**src/rtl/jp_pkg.sv**
```systemverilog
// Shared definitions for the NES joypad emulator.
//   BTN_*    : bit positions of each button in the 8-bit button word
//   JP_BITS  : number of serial bits per frame
//   clog2()  : ceiling log2, used to size the turbo frame counter
package jp_pkg;

    localparam int JP_BITS   = 8;

    localparam int BTN_A      = 0;
    localparam int BTN_B      = 1;
    localparam int BTN_SELECT = 2;
    localparam int BTN_START  = 3;
    localparam int BTN_UP     = 4;
    localparam int BTN_DOWN   = 5;
    localparam int BTN_LEFT   = 6;
    localparam int BTN_RIGHT  = 7;

    function automatic int clog2(input int value);
        int result;
        int rem;
        result = 0;
        rem    = value - 1;
        while (rem > 0) begin
            result = result + 1;
            rem    = rem >> 1;
        end
        return result;
    endfunction

endpackage

```
**src/rtl/jp_sync_edge.sv**
```systemverilog
// Synchronizer plus edge detector for one asynchronous console strobe.
//   clk   : system clock
//   rst   : synchronous active-high reset
//   din   : asynchronous input pin
//   level : synchronized level, delayed one extra flop (aligned with rise/fall)
//   rise  : one-cycle pulse when the synchronized level goes 0->1
//   fall  : one-cycle pulse when the synchronized level goes 1->0
module jp_sync_edge #(
    parameter int STAGES = 2
) (
    input  logic clk,
    input  logic rst,
    input  logic din,
    output logic level,
    output logic rise,
    output logic fall
);

    logic [STAGES-1:0] sync_q;
    logic              prev_q;
    logic              rise_q;
    logic              fall_q;

    // prev_q holds the previous synchronized value; the edge pulses are
    // registered alongside it so level, rise and fall all change together.
    always_ff @(posedge clk) begin
        if (rst) begin
            sync_q <= '0;
            prev_q <= 1'b0;
            rise_q <= 1'b0;
            fall_q <= 1'b0;
        end else begin
            sync_q <= {sync_q[STAGES-2:0], din};
            prev_q <= sync_q[STAGES-1];
            rise_q <= sync_q[STAGES-1] & ~prev_q;
            fall_q <= ~sync_q[STAGES-1] & prev_q;
        end
    end

    assign level = prev_q;
    assign rise  = rise_q;
    assign fall  = fall_q;

endmodule

```
**src/rtl/jp_pad_emu.sv**
```systemverilog
// Controller-side NES joypad (4021-style parallel-in/serial-out) emulator.
//   clk_in          : system clock
//   rst_in          : synchronous active-high reset
//   buttons_in      : button states, pressed=1 (A,B,Select,Start,Up,Down,Left,Right)
//   turbo_en_in     : bit0 turbo on A, bit1 turbo on B
//   pad_latch_in    : console latch strobe, asynchronous
//   pad_clk_in      : console shift clock, asynchronous, shifts on rising edge
//   pad_data_out    : registered serial data, active-low
//   bit_cnt_out     : bits shifted since last load, saturating at 8
//   frame_out       : one-cycle pulse per latch falling edge
//   turbo_phase_out : current turbo phase
module jp_pad_emu
    import jp_pkg::*;
#(
    parameter int TURBO_FRAMES = 4,
    parameter int SYNC_STAGES  = 2
) (
    input  logic       clk_in,
    input  logic       rst_in,
    input  logic [7:0] buttons_in,
    input  logic [1:0] turbo_en_in,
    input  logic       pad_latch_in,
    input  logic       pad_clk_in,
    output logic       pad_data_out,
    output logic [3:0] bit_cnt_out,
    output logic       frame_out,
    output logic       turbo_phase_out
);

    localparam int FCW = (clog2(TURBO_FRAMES) > 0) ? clog2(TURBO_FRAMES) : 1;

    logic latch_lvl, latch_rise, latch_fall;
    logic clk_lvl, clk_rise, clk_fall;
    logic unused_edges;

    jp_sync_edge #(.STAGES(SYNC_STAGES)) u_latch_sync (
        .clk   (clk_in),
        .rst   (rst_in),
        .din   (pad_latch_in),
        .level (latch_lvl),
        .rise  (latch_rise),
        .fall  (latch_fall)
    );

    jp_sync_edge #(.STAGES(SYNC_STAGES)) u_clk_sync (
        .clk   (clk_in),
        .rst   (rst_in),
        .din   (pad_clk_in),
        .level (clk_lvl),
        .rise  (clk_rise),
        .fall  (clk_fall)
    );

    assign unused_edges = latch_rise ^ clk_lvl ^ clk_fall;

    logic [JP_BITS-1:0] sr, sr_next, eff;
    logic [3:0]         bit_cnt, cnt_next;
    logic [FCW-1:0]     frame_cnt;
    logic               turbo_phase;
    logic               data_q;

    // Turbo masks A/B during phase 0; the mask is sampled only at load time.
    always_comb begin
        eff        = buttons_in;
        eff[BTN_A] = buttons_in[BTN_A] & (~turbo_en_in[0] | turbo_phase);
        eff[BTN_B] = buttons_in[BTN_B] & (~turbo_en_in[1] | turbo_phase);
    end

    // Latch level has priority, so a shift edge coinciding with latch is dropped.
    always_comb begin
        sr_next  = sr;
        cnt_next = bit_cnt;
        if (latch_lvl) begin
            sr_next  = eff;
            cnt_next = 4'd0;
        end else if (clk_rise) begin
            sr_next = {1'b1, sr[JP_BITS-1:1]};
            if (bit_cnt != 4'(JP_BITS)) begin
                cnt_next = bit_cnt + 4'd1;
            end
        end
    end

    always_ff @(posedge clk_in) begin
        if (rst_in) begin
            sr          <= '0;
            bit_cnt     <= 4'd0;
            data_q      <= 1'b1;
            frame_cnt   <= '0;
            turbo_phase <= 1'b0;
        end else begin
            sr      <= sr_next;
            bit_cnt <= cnt_next;
            data_q  <= ~sr_next[0];
            if (latch_fall) begin
                if (frame_cnt == FCW'(TURBO_FRAMES - 1)) begin
                    frame_cnt   <= '0;
                    turbo_phase <= ~turbo_phase;
                end else begin
                    frame_cnt <= frame_cnt + 1'b1;
                end
            end
        end
    end

    assign pad_data_out    = data_q;
    assign bit_cnt_out     = bit_cnt;
    assign frame_out       = latch_fall;
    assign turbo_phase_out = turbo_phase;

endmodule

```
**config.mk**
```make
export PLATFORM = sky130hd
export DESIGN_NAME = jp_pad_emu
export DESIGN_NICKNAME = d
export VERILOG_FILES = /design/src/rtl/jp_pkg.sv /design/src/rtl/jp_sync_edge.sv /design/src/rtl/jp_pad_emu.sv
export SDC_FILE = /design/constraint.sdc
export NUM_CORES = 1
export LEC_CHECK = 0
export ABC_AREA = 1
export CORE_MARGIN = 5
export CORE_UTILIZATION = 55
export CTS_BUF_LIST = sky130_fd_sc_hd__clkbuf_2 sky130_fd_sc_hd__clkbuf_4 sky130_fd_sc_hd__clkbuf_8
export DETAILED_ROUTE_END_ITERATION = 6
export HOLD_SLACK_MARGIN = 0.02
export PLACE_DENSITY = 0.86
export SLEW_MARGIN = 40
export SYNTH_ARGS = -nofsm -noshare
export SYNTH_HDL_FRONTEND = slang
export SYNTH_SLANG_ARGS = --single-unit
```
**constraint.sdc**
```tcl
create_clock -name clk_in -period 2.7 [get_ports clk_in]
set_input_delay 0.81 -clock clk_in [delete_from_list [all_inputs] [get_ports clk_in]]
set_output_delay 0.81 -clock clk_in [all_outputs]
set_load 0.01 [all_outputs]
```
==> reports/results.ini <==
[global_route]
grt_use_total_pct=16.50
grt_overflow=0
grt_max_degree=15
grt_pass1_wl_mm=3.284
grt_pass1_vias=800
antenna_found_initial=0

[layout]
multi_input_area_sq_um=387.9
layout_common_cells=28 x nand2_1, 24 x dfxtp_1, 20 x clkdlybuf4s50_1
final_cells=172
drive_gt1_share_pct=6.803
area_delta_synth_final_pct=25.45
register_area_sq_um=480.5
fillers=136
final_common_cell=nand2_1
diodes=0
finalNetCount=165

[worst_setup_path]
crit_type=flop to output pin
path_buf_inv=1
crit_chain=clkdlybuf4s50_1
worst-endpoint-required_ns=1.89
slowest_stage=clkdlybuf4s50_1
cp.depth=1
cpPeakStageDelay_ns=0.57
end_kind=output pin
reg2reg_depth=6
start_kind=flop
cp_max_fo=5
critPathArrivalTime_ns=1.31
cpLargestDelayFamily=buffers and inverters

[sta]
layout_worst_path_cycle_share_pct=78.58
finalSetupTns_ns=0
period_minus_slack_ns=2.122
setup_viol=0
worstMarginPinSlew_ns=0.5154
final_hold_viol_count=0
rsz0062_at_grt=no
fin_hold_ws_ns=0.4122
max_slew_margin_pct=65.59
finClkSkew_ns=0.007053
timing.fmax_mhz=471.3
finalMaxSlewViolations=0

[placement]
gp_congestion=0.7678
dp_cells=168
io_buffers=20
dp_hpwl_mm=1.385

[die]
die_area_sq_mm=0.002711
fp.coreArea_sq_mm=0.001708
initial_core_util_pct=57.00
die_w_microns=52.07
pin_count=21
die_y_microns=52.07
rows=15

[route]
wl_met1_microns=805
met2_length_microns=943
wl_met3_microns=97
first_pass_iters=4
drtIter0Drc=13
wirelength_mm=1.879
viasPerCell=4.919
via_count=846
post-route-drc-count=0
top_layer=met4
antenna_left=0
routedWlPerCell_microns=10.92

[yosys]
synth_fp_nets=142
yosys_warnings=0
yosysSeqAreaShare_pct=49.36
syn_avg_cell_area_sq_um=7.787
synth_top_area_share_pct=49.36
synth.distinct_cells=18
ys_seq_elements=24
synth_area_sq_um=973.4
yosys.area.top_type=dfxtp_1
netlist_instances=125
yosys-top-cells-area=dfxtp_1 49%, nand2_1 11%, inv_1 6.9%, nand3_1 6.2%, nor2_1 5.4%

[cts]
cts_root_buf=clkbuf_4
cts_resized=0
clkTransAtPathRegs_ns=0.12
cts_num_sinks=24
insertion_delay_ns=0.31
htreeDepth=1
cts_tree=yes
post-cts-setup-buffer-count=0
cts_buffers=3
cts.path.max_buffers=2
hold_buffers=0

[min_path]
min_path_type=flop to flop
hold-path-cell-count=2

[outcome]
outcome=finished clean

[pwr]
ir_worst_vdd_uv=333.6
power.density_mw_per_mm2=496.6
p_leak_uw=0.0005053

[job]
drv_cap=0

-- tightest hold or removal path: cells and delay by family, from the launching register on --
kind / cells / cell delay, ns
flops: 1 / 0.32
buf+inv: 1 / 0.04
simple gates: 1 / 0.03
-- final cells by class --
| class | count | share of cell area, % |
|---|---|---|
| clock buffer | 4 | 2.971 |
| inverter | 20 | 6.352 |
| multi-input combinational | 78 | 31.76 |
| sequential | 24 | 39.34 |
| tap | 25 | 2.561 |
| timing repair buffer | 21 | 17.01 |
-- synth_stat cells --
library cell	count
a21oi_1	3
a31oi_1	5
buf_2	1
buf_6	2
dfxtp_1	24
ha_1	3
inv_1	18
inv_2	1
inv_4	1
nand2_1	28
nand3_1	12
nand3_2	2
nand4_1	1
nor2_1	14
nor2_4	1
nor3_1	3
o21ai_0	5
xnor2_1	1
-- stage by stage --
stage	total power, uW	instance area [sq um]	setup slack (ns)	utilization (%)
5_1_grt	631.5	1221	0.5085	71.50
3_5_place_dp	428.9	1185	0.6948	69.38
3_3_place_gp	426.5	1185	0.7514	69.38
6_report	606.4	1221	0.5783	71.50
4_1_cts	609.5	1221	0.5702	71.50
2_1_floorplan	401.3	973.4	1.446	-
-- worst paths after layout --
kind,end,slack [ns],start
setup / recovery,frame_out,0.58,u_latch_sync.fall
hold / removal,u_latch_sync.sync_q[1],0.41,u_latch_sync.sync_q[0]
setup reg to reg,bit_cnt_out[0],1.45,bit_cnt_out[0]
hold reg to reg,u_latch_sync.sync_q[1],0.41,u_latch_sync.sync_q[0]
-- flip-flops by register name, indices dropped and copies added, names as in the netlist, 2 cells and up, named ones only --
signal / cells
frame_cnt: 2
sr: 7
bit_cnt_out: 4
u_clk_sync.sync_q: 2
u_latch_sync.sync_q: 2
-- layer usage --
| layer | GRT usage (%) | vias up |
|---|---|---|
| met5 | 0 | - |
| met4 | 6.550 | 0 |
| met3 | 5.731 | 5 |
| met2 | 29.71 | 17 |
| met1 | 17.23 | 386 |
| li1 | - | 438 |
-- cell families (layout without fill, tap and decap cells) --
group | count (synthesis) | count (layout) | share of synthesized area, %
adders and majority gates | 3 | 3 | 3.856
buffers and inverters | 23 | 45 | 10.80
AOI/OAI and AO/OA | 13 | 13 | 7.326
xor gates and xnor gates | 1 | 1 | 0.8999
DFF | 24 | 24 | 49.36
and+or+nand+nor | 61 | 61 | 27.76
-- power breakdown --
part	leakage, uW	internal, uW	switching, uW
combinational	0.000289	29.0	20.9
sequential	0.000195	363	7.58
clock	0.0000210	82.4	103
total	0.000505	475	132
Power figures use the tool's default switching activity.
